`src/rtl/brcomp_pkg.sv`:
```
// brcomp_pkg: shared funct3 codes, FSM states and branch-decision helper for brcomp_seq.
package brcomp_pkg;
  localparam logic [2:0] BR_BEQ  = 3'b000;
  localparam logic [2:0] BR_BNE  = 3'b001;
  localparam logic [2:0] BR_BLT  = 3'b100;
  localparam logic [2:0] BR_BGE  = 3'b101;
  localparam logic [2:0] BR_BLTU = 3'b110;
  localparam logic [2:0] BR_BGEU = 3'b111;
  typedef enum logic [1:0] {IDLE, RUN, DONE} brcomp_state_e;
  // funct3[0] inverts the base condition; funct3[2] picks lt over eq; 010/011 never take
  function automatic logic br_taken(input logic [2:0] op, input logic eq, input logic lt);
    return op[2] ? (lt ^ op[0]) : (op[1] ? 1'b0 : (eq ^ op[0]));
  endfunction
  function automatic logic br_illegal(input logic [2:0] op);
    return op[2:1] == 2'b01;
  endfunction
endpackage

```
`src/rtl/brcomp_chunk.sv`:
```
// brcomp_chunk: combinational unsigned equal/less-than on one CHUNK-bit slice.
module brcomp_chunk #(
  parameter int CHUNK = 8
) (
  input  logic [CHUNK-1:0] a,
  input  logic [CHUNK-1:0] b,
  output logic             chunk_eq,
  output logic             chunk_lt
);
  assign chunk_eq = a == b;
  assign chunk_lt = a < b;
endmodule

```
`src/rtl/brcomp_seq.sv`:
```
// brcomp_seq: multi-cycle RV32I branch comparator, CHUNK bits per beat, LSB chunk first.
module brcomp_seq
  import brcomp_pkg::*;
#(
  parameter int WIDTH = 32,
  parameter int CHUNK = 8
) (
  input  logic             clk_i,
  input  logic             rst_i,
  input  logic             kill_i,
  input  logic             in_valid_i,
  output logic             in_ready_o,
  input  logic [WIDTH-1:0] rs1_data_i,
  input  logic [WIDTH-1:0] rs2_data_i,
  input  logic [2:0]       br_op_i,
  output logic             out_valid_o,
  input  logic             out_ready_i,
  output logic             BrL_o,
  output logic             BrE_o,
  output logic             taken_o,
  output logic             illegal_o
);
  localparam int NBEATS = WIDTH / CHUNK;
  localparam int BW = NBEATS > 1 ? $clog2(NBEATS) : 1;
  localparam int IW = WIDTH > 1 ? $clog2(WIDTH) : 1;
  if (WIDTH % CHUNK != 0) begin : g_bad_chunk
    $error("brcomp_seq: WIDTH must be a multiple of CHUNK");
  end
  brcomp_state_e state, state_n;
  logic [BW-1:0] beat;
  logic [WIDTH-1:0] a, b, flip;
  logic [2:0] op;
  logic eq, lt, eq_n, lt_n, chunk_eq, chunk_lt, last, accept;
  logic [IW-1:0] base;
  // signed ops bias the sign bit so one unsigned compare serves both
  assign flip = {br_op_i[2:1] == 2'b10, {(WIDTH-1){1'b0}}};
  assign accept = state == IDLE && in_valid_i && !kill_i;
  assign last = beat == BW'(NBEATS - 1);
  assign base = IW'(beat) * IW'(CHUNK);
  assign eq_n = eq & chunk_eq;
  assign lt_n = chunk_lt | (chunk_eq & lt);
  assign in_ready_o = state == IDLE;
  assign out_valid_o = state == DONE;
  brcomp_chunk #(.CHUNK(CHUNK)) u_chunk (
    .a        (a[base +: CHUNK]),
    .b        (b[base +: CHUNK]),
    .chunk_eq (chunk_eq),
    .chunk_lt (chunk_lt)
  );
  always_comb begin
    state_n = state;
    if (kill_i) state_n = IDLE;
    else if (state == IDLE && in_valid_i) state_n = RUN;
    else if (state == RUN && last) state_n = DONE;
    else if (state == DONE && out_ready_i) state_n = IDLE;
  end
  always_ff @(posedge clk_i) state <= rst_i ? IDLE : state_n;
  always_ff @(posedge clk_i) begin
    if (rst_i || kill_i) begin
      beat      <= '0;
      a         <= '0;
      b         <= '0;
      op        <= '0;
      eq        <= 1'b1;
      lt        <= 1'b0;
      BrL_o     <= 1'b0;
      BrE_o     <= 1'b0;
      taken_o   <= 1'b0;
      illegal_o <= 1'b0;
    end else begin
      if (accept) begin
        a    <= rs1_data_i ^ flip;
        b    <= rs2_data_i ^ flip;
        op   <= br_op_i;
        eq   <= 1'b1;
        lt   <= 1'b0;
        beat <= '0;
      end
      if (state == RUN) begin
        eq   <= eq_n;
        lt   <= lt_n;
        beat <= last ? '0 : beat + 1'b1;
        if (last) begin
          BrL_o     <= lt_n;
          BrE_o     <= eq_n;
          taken_o   <= br_taken(op, eq_n, lt_n);
          illegal_o <= br_illegal(op);
        end
      end
      if (state == DONE && out_ready_i) begin
        BrL_o     <= 1'b0;
        BrE_o     <= 1'b0;
        taken_o   <= 1'b0;
        illegal_o <= 1'b0;
      end
    end
  end
endmodule

```
`config.mk`:
```
export PLATFORM = sky130hd
export DESIGN_NAME = brcomp_seq
export DESIGN_NICKNAME = d
export VERILOG_FILES = /design/src/rtl/brcomp_pkg.sv /design/src/rtl/brcomp_chunk.sv /design/src/rtl/brcomp_seq.sv
export SDC_FILE = /design/constraint.sdc
export NUM_CORES = 1
export LEC_CHECK = 0
export ABC_AREA = 0
export BUFFER_PORTS_ARGS = -buffer_cell sky130_fd_sc_hd__buf_2
export CAP_MARGIN = 20
export CORE_UTILIZATION = 48
export DETAILED_ROUTE_END_ITERATION = 7
export PLACE_DENSITY = 0.75
export RECOVER_POWER = 50
export SYNTH_ARGS = -nofsm -noshare
export SYNTH_HDL_FRONTEND = slang
export SYNTH_SLANG_ARGS = --single-unit
```
`constraint.sdc`:
```
create_clock -name clk_i -period 2.66 [get_ports clk_i]
set_input_delay 0.133 -clock clk_i [delete_from_list [all_inputs] [get_ports clk_i]]
set_output_delay 0.133 -clock clk_i [all_outputs]
set_load 0.01 [all_outputs]
```
Word level (Yosys, flattened, before mapping)
Index checks and enable logic that the tools add are counted.

Register bits: 77. Input port bits: 72. Logic and storage cells: 55. Output and inout bits: 6.

Shift-type cells: 2. $lt $le $gt $ge: 1. Eq/ne operators: 6. Muxes and demuxes: 12. Bitwise gates (word level): 7. Add/subtract/negate cells: 1. Reductions and logical operators: 14.

Operators by type and width (number): variable part select 32 x 6 -> 8 bit (2); XOR 32 bit (2); two-way mux 2 bit (5); equality test 8 bit (1); less-than comparator 8 bit (1); two-way mux 1 bit (7); equality test 2 bit, second input constant (3); equality test 2 x 1 -> 1 bit, second input constant (2); logical AND 1 bit (4); nonzero test 2 bit (2); OR reduction 2 bit (2); nonzero test 3 bit (1); OR reduction 3 bit (1); adder 2 x 1 -> 2 bit, second input constant (1); AND 1 bit (2); zero test 2 bit (1); AND reduction 2 bit (1); XOR 1 bit (2); zero test 1 bit (1); logical OR 1 bit (1); bitwise OR 1 bit (1).

Depth between registers and ports, before layout
Gate-level depths: netlist of run 1.

Word-level depth: 6. Mapped depth: 11. Depth with buffers taken out: 9.

Modules after synthesis
From an unflattened synthesis of run 1, not the netlist that was laid out.

Cell total of the unflattened synthesis: 394. Area, all modules: 3435.8 µm².

Modules (own cells, without submodules): brcomp_seq (cells an instance 367, times used 1, area each 3221.8 µm², seq. area each 1541.5 µm²); brcomp_chunk (cells an instance 27, times used 1, area each 214.0 µm², seq. area each 0.0 µm²).

Worst setup path after synthesis of run 1
No wires, ideal clock.

Path kind: register to register. Start: reg beat[0]. End: reg taken_o. Slack: 0.156 ns. Library setup time: 0.118 ns. Path buffers: 2. Required time: 2.542 ns. Arrival time: 2.386 ns. Stages on the path, launching flop included: 11. Clock period less this slack: 2.504 ns. Cell sequence: dfxtp_1 > buf_2 > buf_4 > mux4_2 > ha_1 > nand4_1 > nor2_1 > and2_1 > nand4b_2 > a2bb2oi_1 > nand2_1.

Longest elaborated chain between the ends: 6. Elaborated cells on any way between the ends: 13. Classes of those cells: 1 x order compare; 2 x eq/ne; 2 x shift; 2 x mux; 5 x bitwise; 1 x reduce/logical.

RTL lines: start, declared (RTL line brcomp_seq.sv:30) `logic [BW-1:0] beat;`; start signal, assigned (RTL line brcomp_seq.sv:82) `beat <= last ? '0 : beat + 1'b1;`; branches (longest 6 deep; another with less-than comparator 8 bit); end signal, assigned (RTL line brcomp_seq.sv:86) `taken_o <= br_taken(op, eq_n, lt_n);`; end, declared (RTL line brcomp_seq.sv:20) `output logic taken_o,`.

Several ways; the timed one is not identified. A chain may end at the register's enable or synchronous reset.

Worst setup path after layout of run 1
Same ends and word-level chain as after synthesis.

==> results.json, run 1 <==
{
  "fin_crit_sh": 0.926,
  "clk_path_buf_depth": 2,
  "dpl.cell_count": 550,
  "synth.cell_area_sq_um": 3400,
  "synth-seq-cells": 77,
  "antenna_found_initial": 0,
  "cp_cell_sequence": "buf_4 > mux4_2 > ha_1 > nor2b_1 > o211ai_1 > a21oi_1 > a211oi_2 > a2bb2oi_1 > nand2_1",
  "totalNegativeSetupSlack_ps": 0,
  "max_stage_delay_ps": 510,
  "post_dr_wirelength_cell_microns": 13.4,
  "grtUsageTotal": 0.224,
  "worst_setup_hold_path_clk_slew_ps": 80,
  "fin_ws_ps": 197,
  "gp_congestion": 0.812,
  "drtPass1Iterations": 4,
  "synthesis.area_per_instance_sq_um": 8.55,
  "worstPathArrival_ps": 2710,
  "synth_cell_types": 41,
  "timing.clock.skew_ps": 5.54,
  "final_core_utilization": 0.588,
  "drc": 0,
  "yosys.area_share.simple": 0.203,
  "cts_inserted_buffers": 9,
  "rows": 30,
  "final_max_slew_viols": 0,
  "cellPowerDensity_nw_per_um2": 580,
  "met1_usage": 0.271,
  "synth_fa_ha_area_frac": 0.0332,
  "max-slew-margin-rel": 0.111,
  "die-width_microns": 86.1,
  "synth.top_cell.area_share": 0.454,
  "endpoint_kind": "flop",
  "synth_top_family_by_area": "simple AND/OR/NAND/NOR gates",
  "viasPerCell": 5.11,
  "design.die.area_sq_um": 7410,
  "htree_levels": 3,
  "max_freq_mhz": 406,
  "drt_iter0_drc": 176,
  "cts_tree": "done",
  "leftover_overflow_at_the_end_of_global_routing": 0,
  "timing.max_cap.violations": 0,
  "net_count_reported_at_finish": 547,
  "synth_xor_area_frac": 0.00774,
  "cts_num_sinks": 77,
  "synth_compound_gate_area_share": 0.145,
  "num_antenna_cells": 0,
  "dominantRegCellSynth": "dfxtp_1",
  "asyncSetResetFlopFracSynth": 0,
  "seq_area_frac_synth": 0.454,
  "largest_net_degree_at_the_start_of_global_routing": 72,
  "worst-r2r-cell-count": 9,
  "io_buffer_count": 77,
  "synth.mux.area_fraction": 0.106,
  "finalSetupViolCount": 0,
  "die_height_microns": 86.1,
  "clockRootBuffer": "clkbuf_8",
  "vdd.ir_drop.worst_mv": 0.357,
  "area.growth.synth_to_final_pct": 18.2,
  "ys_warn_count": 0,
  "critical-path-slowest-cell": "mux4_2",
  "top_usage_layer": "met2",
  "min_path_type": "input port to flop",
  "worst_setup_path_start_kind": "flop",
  "finalWirelength_microns": 7600,
  "grtUsageMet2": 0.376,
  "hpwlAfterDp_microns": 5530,
  "synth_top_cells_by_area": "dfxtp_1, nand2_1, a21oi_1",
  "place_area_sq_um": 3830,
  "cp.required_ps": 2900,
  "outcome": "finished clean",
  "core_area_sq_um": 6830,
  "finalWorstPathRequiredPeriod_ps": 2460,
  "drt_antenna_net_count": 0,
  "post_cts_setup_repair_bufs": 0,
  "vias_in_the_first_global_route": 2806,
  "total_leakage_power_nw": 1.60,
  "grt_pass1_wl_microns": 12600,
  "start_util": 0.497,
  "net_count_synth": 478,
  "rsz0062_at_grt": "no",
  "pin_count": 78,
  "worstSetupPathType": "flop to flop",
  "min_delay_path_depth": 3,
  "synth_enable_flop_cells": 0,
  "critical_path.max_fanout": 10,
  "cts_repair_resize_count": 0,
  "worst-slew-pin-transition_ps": 1330,
  "fin_area_sq_um": 4020,
  "final_hold_viol_count": 0,
  "post-place-ws_ps": 246,
  "worstSkewPairLatency_ps": 350,
  "globalRouteMet3Util": 0.0462,
  "synthDominantAreaCellType": "dfxtp_1",
  "hold_buffers": 1,
  "total_via_count_after_detailed_routing": 2899,
  "drive_above_1_share": 0.253,
  "syn_inst": 397,
  "instances_no_fill": 567
}
==> Yosys cell counts (3+ instances only) <==
library cell    n
a21oi_1        74
buf_2          13
clkbuf_1       10
dfxtp_1        77
ha_1            9
inv_1          10
mux4_2         16
nand2_1       140
nor2_1          6
xnor2_1         3
==> placed cells by master (no fill, tap or decap), types with 2 or more instances in the layout <==
cell      netlist  final
mux4_2         16     16
dfxtp_1        77     77
ha_1            9      9
clkbuf_1       10      7
a211oi_1        2      2
clkinv_2        0      2
nor2b_1         2      2
buf_2          13     72
buf_4           2      7
nand2_1       140    140
nand3_1         2      2
xnor2_1         3      3
inv_1          10     10
o21ai_0         2      2
a21oi_1        74     74
nand4_1         2      2
clkbuf_8        0     10
nor2_1          6      7
==> power by group <==
part / internal [mW] / switching (mW)
combinational: 0.113 / 0.145
clock: 0.456 / 0.407
sequential: 1.19 / 0.0219
total: 1.76 / 0.574
==> stage by stage <==
step / power [mW] / hold slack, ps
floorplan: 1.40 / 269
global placement: 1.48 / 376
detailed placement: 1.49 / 380
CTS: 2.34 / 2.22
global route: 2.44 / 2.70
finish: 2.33 / 9.53
==> cell type report <==
cell class / instances / area, sq um
fillers: 653 / 2820
multi-input cells: 282 / 1680
flip-flops and latches: 77 / 1540
repair buffers: 86 / 447
clock buffers: 12 / 145
well taps: 96 / 120
clock inverters: 4 / 47.5
inverters: 10 / 37.5
==> layer usage <==
layer / share of wire / wire length (microns)
met2: 0.49 / 3700
met3: 0.034 / 258
met1: 0.45 / 3410
met4: 0.030 / 226
met5: 0 / 0
==> kinds of logic after synthesis <==
family	after synthesis
simple gates	165
flops	77
compound gates	89
fa+ha+maj	9
buf+inv	38
xor+xnor	3
mux	16
==> final timing paths <==
kind / from / to / slack, ps
setup / recovery: beat[0] / taken_o / 200
hold / removal: rs2_data_i[24] / b[24] / 10
hold reg to reg: illegal_o / illegal_o / 450
setup reg to reg: beat[0] / taken_o / 200
==> flip-flops by register name, indices dropped and copies added (netlist names) <==
name       count
a             32
op             3
taken_o        1
BrE_o          1
illegal_o      1
BrL_o          1
state          2
beat           2
b             32
lt             1
eq             1
==> worst max-delay path: cells and delay by family, from the launching register on <==
| kind | cells | cell delay [ps] |
|---|---|---|
| flops | 1 | 330 |
| mux | 1 | 510 |
| fa+ha+maj | 1 | 310 |
| compound gates | 4 | 810 |
| simple gates | 2 | 200 |
| buf+inv | 1 | 190 |
No activity file was read; power rests on OpenSTA's default activity.
==> inputs of run 2 (changes only) <==
- CELL_PAD_IN_SITES_DETAIL_PLACEMENT: default -> 0
- CELL_PAD_IN_SITES_GLOBAL_PLACEMENT: default -> 1
- CORE_UTILIZATION: 48 -> 36
- PLACE_DENSITY: 0.75 -> 0.76
==> run 2 against run 1 <==
Compared with the run above:
- hold slack better by 11 ps
- flip-flop and latch count stayed put
- cell area is 1.1% higher
- critical path type unchanged
- total power down 2.1%
==> results.json, run 2 (synthesis results as in run 1) <==
{
  "critical_path.max_fanout": 4,
  "pin_count": 78,
  "fin_crit_sh": 0.927,
  "die_height_microns": 99.1,
  "largest_net_degree_at_the_start_of_global_routing": 40,
  "power.clock.fraction": 0.351,
  "start_util": 0.369,
  "total_leakage_power_nw": 1.61,
  "max-slew-margin-rel": 0.286,
  "design.die.area_sq_um": 9820,
  "seqCellArea_sq_um": 1550,
  "leftover_overflow_at_the_end_of_global_routing": 0,
  "finalWirelength_microns": 7970,
  "r2r-start": "beat[1]",
  "worstPathBufferInverterCount": 2,
  "worst-slew-pin-transition_ps": 1070,
  "hold_buffers": 0,
  "cp_num_cells": 9,
  "total_via_count_after_detailed_routing": 2903,
  "min_delay_path_depth": 3,
  "finalSetupViolCount": 0,
  "hold_path_startpoint": "rs2_data_i[25]",
  "fill_cell_count": 945,
  "endpoint_kind": "flop",
  "io_buffer_count": 77,
  "vdd.ir_drop.worst_mv": 0.185,
  "worst_setup_path_start_kind": "flop",
  "drtPass1Iterations": 4,
  "clk_path_buf_depth": 2,
  "finalWorstPathRequiredPeriod_ps": 2470,
  "worstSkewPairLatency_ps": 340,
  "vias_in_the_first_global_route": 2849,
  "cellPowerDensity_nw_per_um2": 562,
  "critical-path-slowest-cell": "mux4_2",
  "worst_setup_hold_path_clk_slew_ps": 80,
  "max_freq_mhz": 406,
  "cp.required_ps": 2890,
  "post_dr_wirelength_cell_microns": 13.6,
  "max_stage_delay_ps": 510,
  "core_area_sq_um": 9200,
  "drt_antenna_net_count": 0,
  "viasPerCell": 4.97,
  "worst-r2r-cell-count": 9,
  "drive_above_1_share": 0.264,
  "worst_path_most_repeated_cell": "a21oi_1",
  "grtUsageTotal": 0.176,
  "worst_setup_path_startpoint": "beat[1]",
  "drc": 0,
  "final_hold_viol_count": 0,
  "hpwlAfterDp_microns": 6150,
  "worstSetupPathType": "flop to flop",
  "clockRootBuffer": "clkbuf_8",
  "die-width_microns": 99.1,
  "multiInputGateArea_sq_um": 1690,
  "top_regs": "a x32, b x32, op x3",
  "cts_tree": "done",
  "power_frac_seq": 0.530,
  "outcome": "finished clean",
  "final_max_slew_viols": 0,
  "critical-path-top-delay-family": "compound AO/OA/AOI/OAI gates",
  "drt_iter0_drc": 104,
  "rows": 35,
  "worstPathArrival_ps": 2700,
  "layout_common_cells": "nand2_1, dfxtp_1, a21oi_1",
  "htree_levels": 3,
  "rsz0062_at_grt": "no",
  "dpl.cell_count": 567,
  "share_comb_of_total_power": 0.119,
  "num_antenna_cells": 0,
  "power.net_switching_mw": 0.585,
  "net_count_reported_at_finish": 549,
  "area.growth.synth_to_final_pct": 19.5,
  "cp_cell_sequence": "buf_4 > mux4_2 > inv_1 > ha_1 > a21oi_1 > a21oi_1 > a211oi_4 > a2bb2oi_1 > nand2_1",
  "power_switching_share": 0.257,
  "grt_pass1_wl_microns": 13400,
  "gp_congestion": 0.751,
  "cts_num_sinks": 77,
  "totalNegativeSetupSlack_ps": 0,
  "instances_no_fill": 584,
  "power_report.internal_total_mw": 1.70,
  "timing.clock.skew_ps": 9.99,
  "min_path_type": "input port to flop",
  "cts_inserted_buffers": 9,
  "timing.max_cap.violations": 0,
  "layout_commonest_cell": "nand2_1",
  "antenna_found_initial": 0
}
[run 2: cell types whose count changed in the layout (fill, tap and decap cells not counted), sizes merged]
cell / delta
buf: +4
bufinv: -1
clkbuf: -2
clkinv: +2
dlygate4sd3: -1
[run 2: worst reg2reg max path, delay by kind of cell (launching register included)]
family	cells	cell delay, ps
and+or+nand+nor	1	70
adders and majority gates	1	260
buffers and inverters	2	290
muxes	1	510
DFF	1	420
AOI/OAI and AO/OA	4	810
[run 2: repair_timing]
item	CTS	global route
hold endpoints to repair	0	0
endpoints found under the setup margin	0	3
resized for setup	0	5
buffers inserted	0	1
[run 2: worst paths after layout]
kind | slack, ps | endpoint
worst max-delay path | 190 | taken_o
worst max register to register | 190 | taken_o
worst min-delay path | 20 | b[25]
worst min register to register | 450 | illegal_o
[run 2: metrics by stage]
step / power [mW] / setup WS, ps / hold slack, ps / cell area (sq um) / utilization
finish: 2.28 / 195 / 20.7 / 4060 / 0.441
global route: 2.38 / 0.729 / 12.4 / 4060 / 0.441
CTS: 2.30 / 48.2 / 6.01 / 4050 / 0.440
detailed placement: 1.50 / 55.6 / 380 / 3860 / 0.420
global placement: 1.49 / 163 / 381 / 3860 / 0.420
floorplan: 1.40 / 156 / 269 / 3400 / -
[run 2: metal layers]
layer,share of wire,track usage,wire [microns],up-vias
met1,0.45,0.221,3590,1361
met4,0.010,0.0792,83,0
li1,-,-,-,1480
met5,0,0,0,-
met3,0.029,0.0253,230,9
met2,0.51,0.301,4070,53
[run 2: final cells by class]
cell class	count	area share
clock buffer	11	0.0373
clock inverter	5	0.00863
inverter	10	0.00925
multi-input combinational	282	0.416
sequential	77	0.381
tap	111	0.0342
timing repair buffer	88	0.114
[run 2: power groups by stage]
stage / combinational, mW / sequential, mW / clock (mW)
global route: 0.305 / 1.21 / 0.866
CTS: 0.264 / 1.21 / 0.825
finish: 0.270 / 1.21 / 0.801
floorplan: 0.173 / 1.23 / 0
global placement: 0.258 / 1.24 / 0
detailed placement: 0.263 / 1.24 / 0
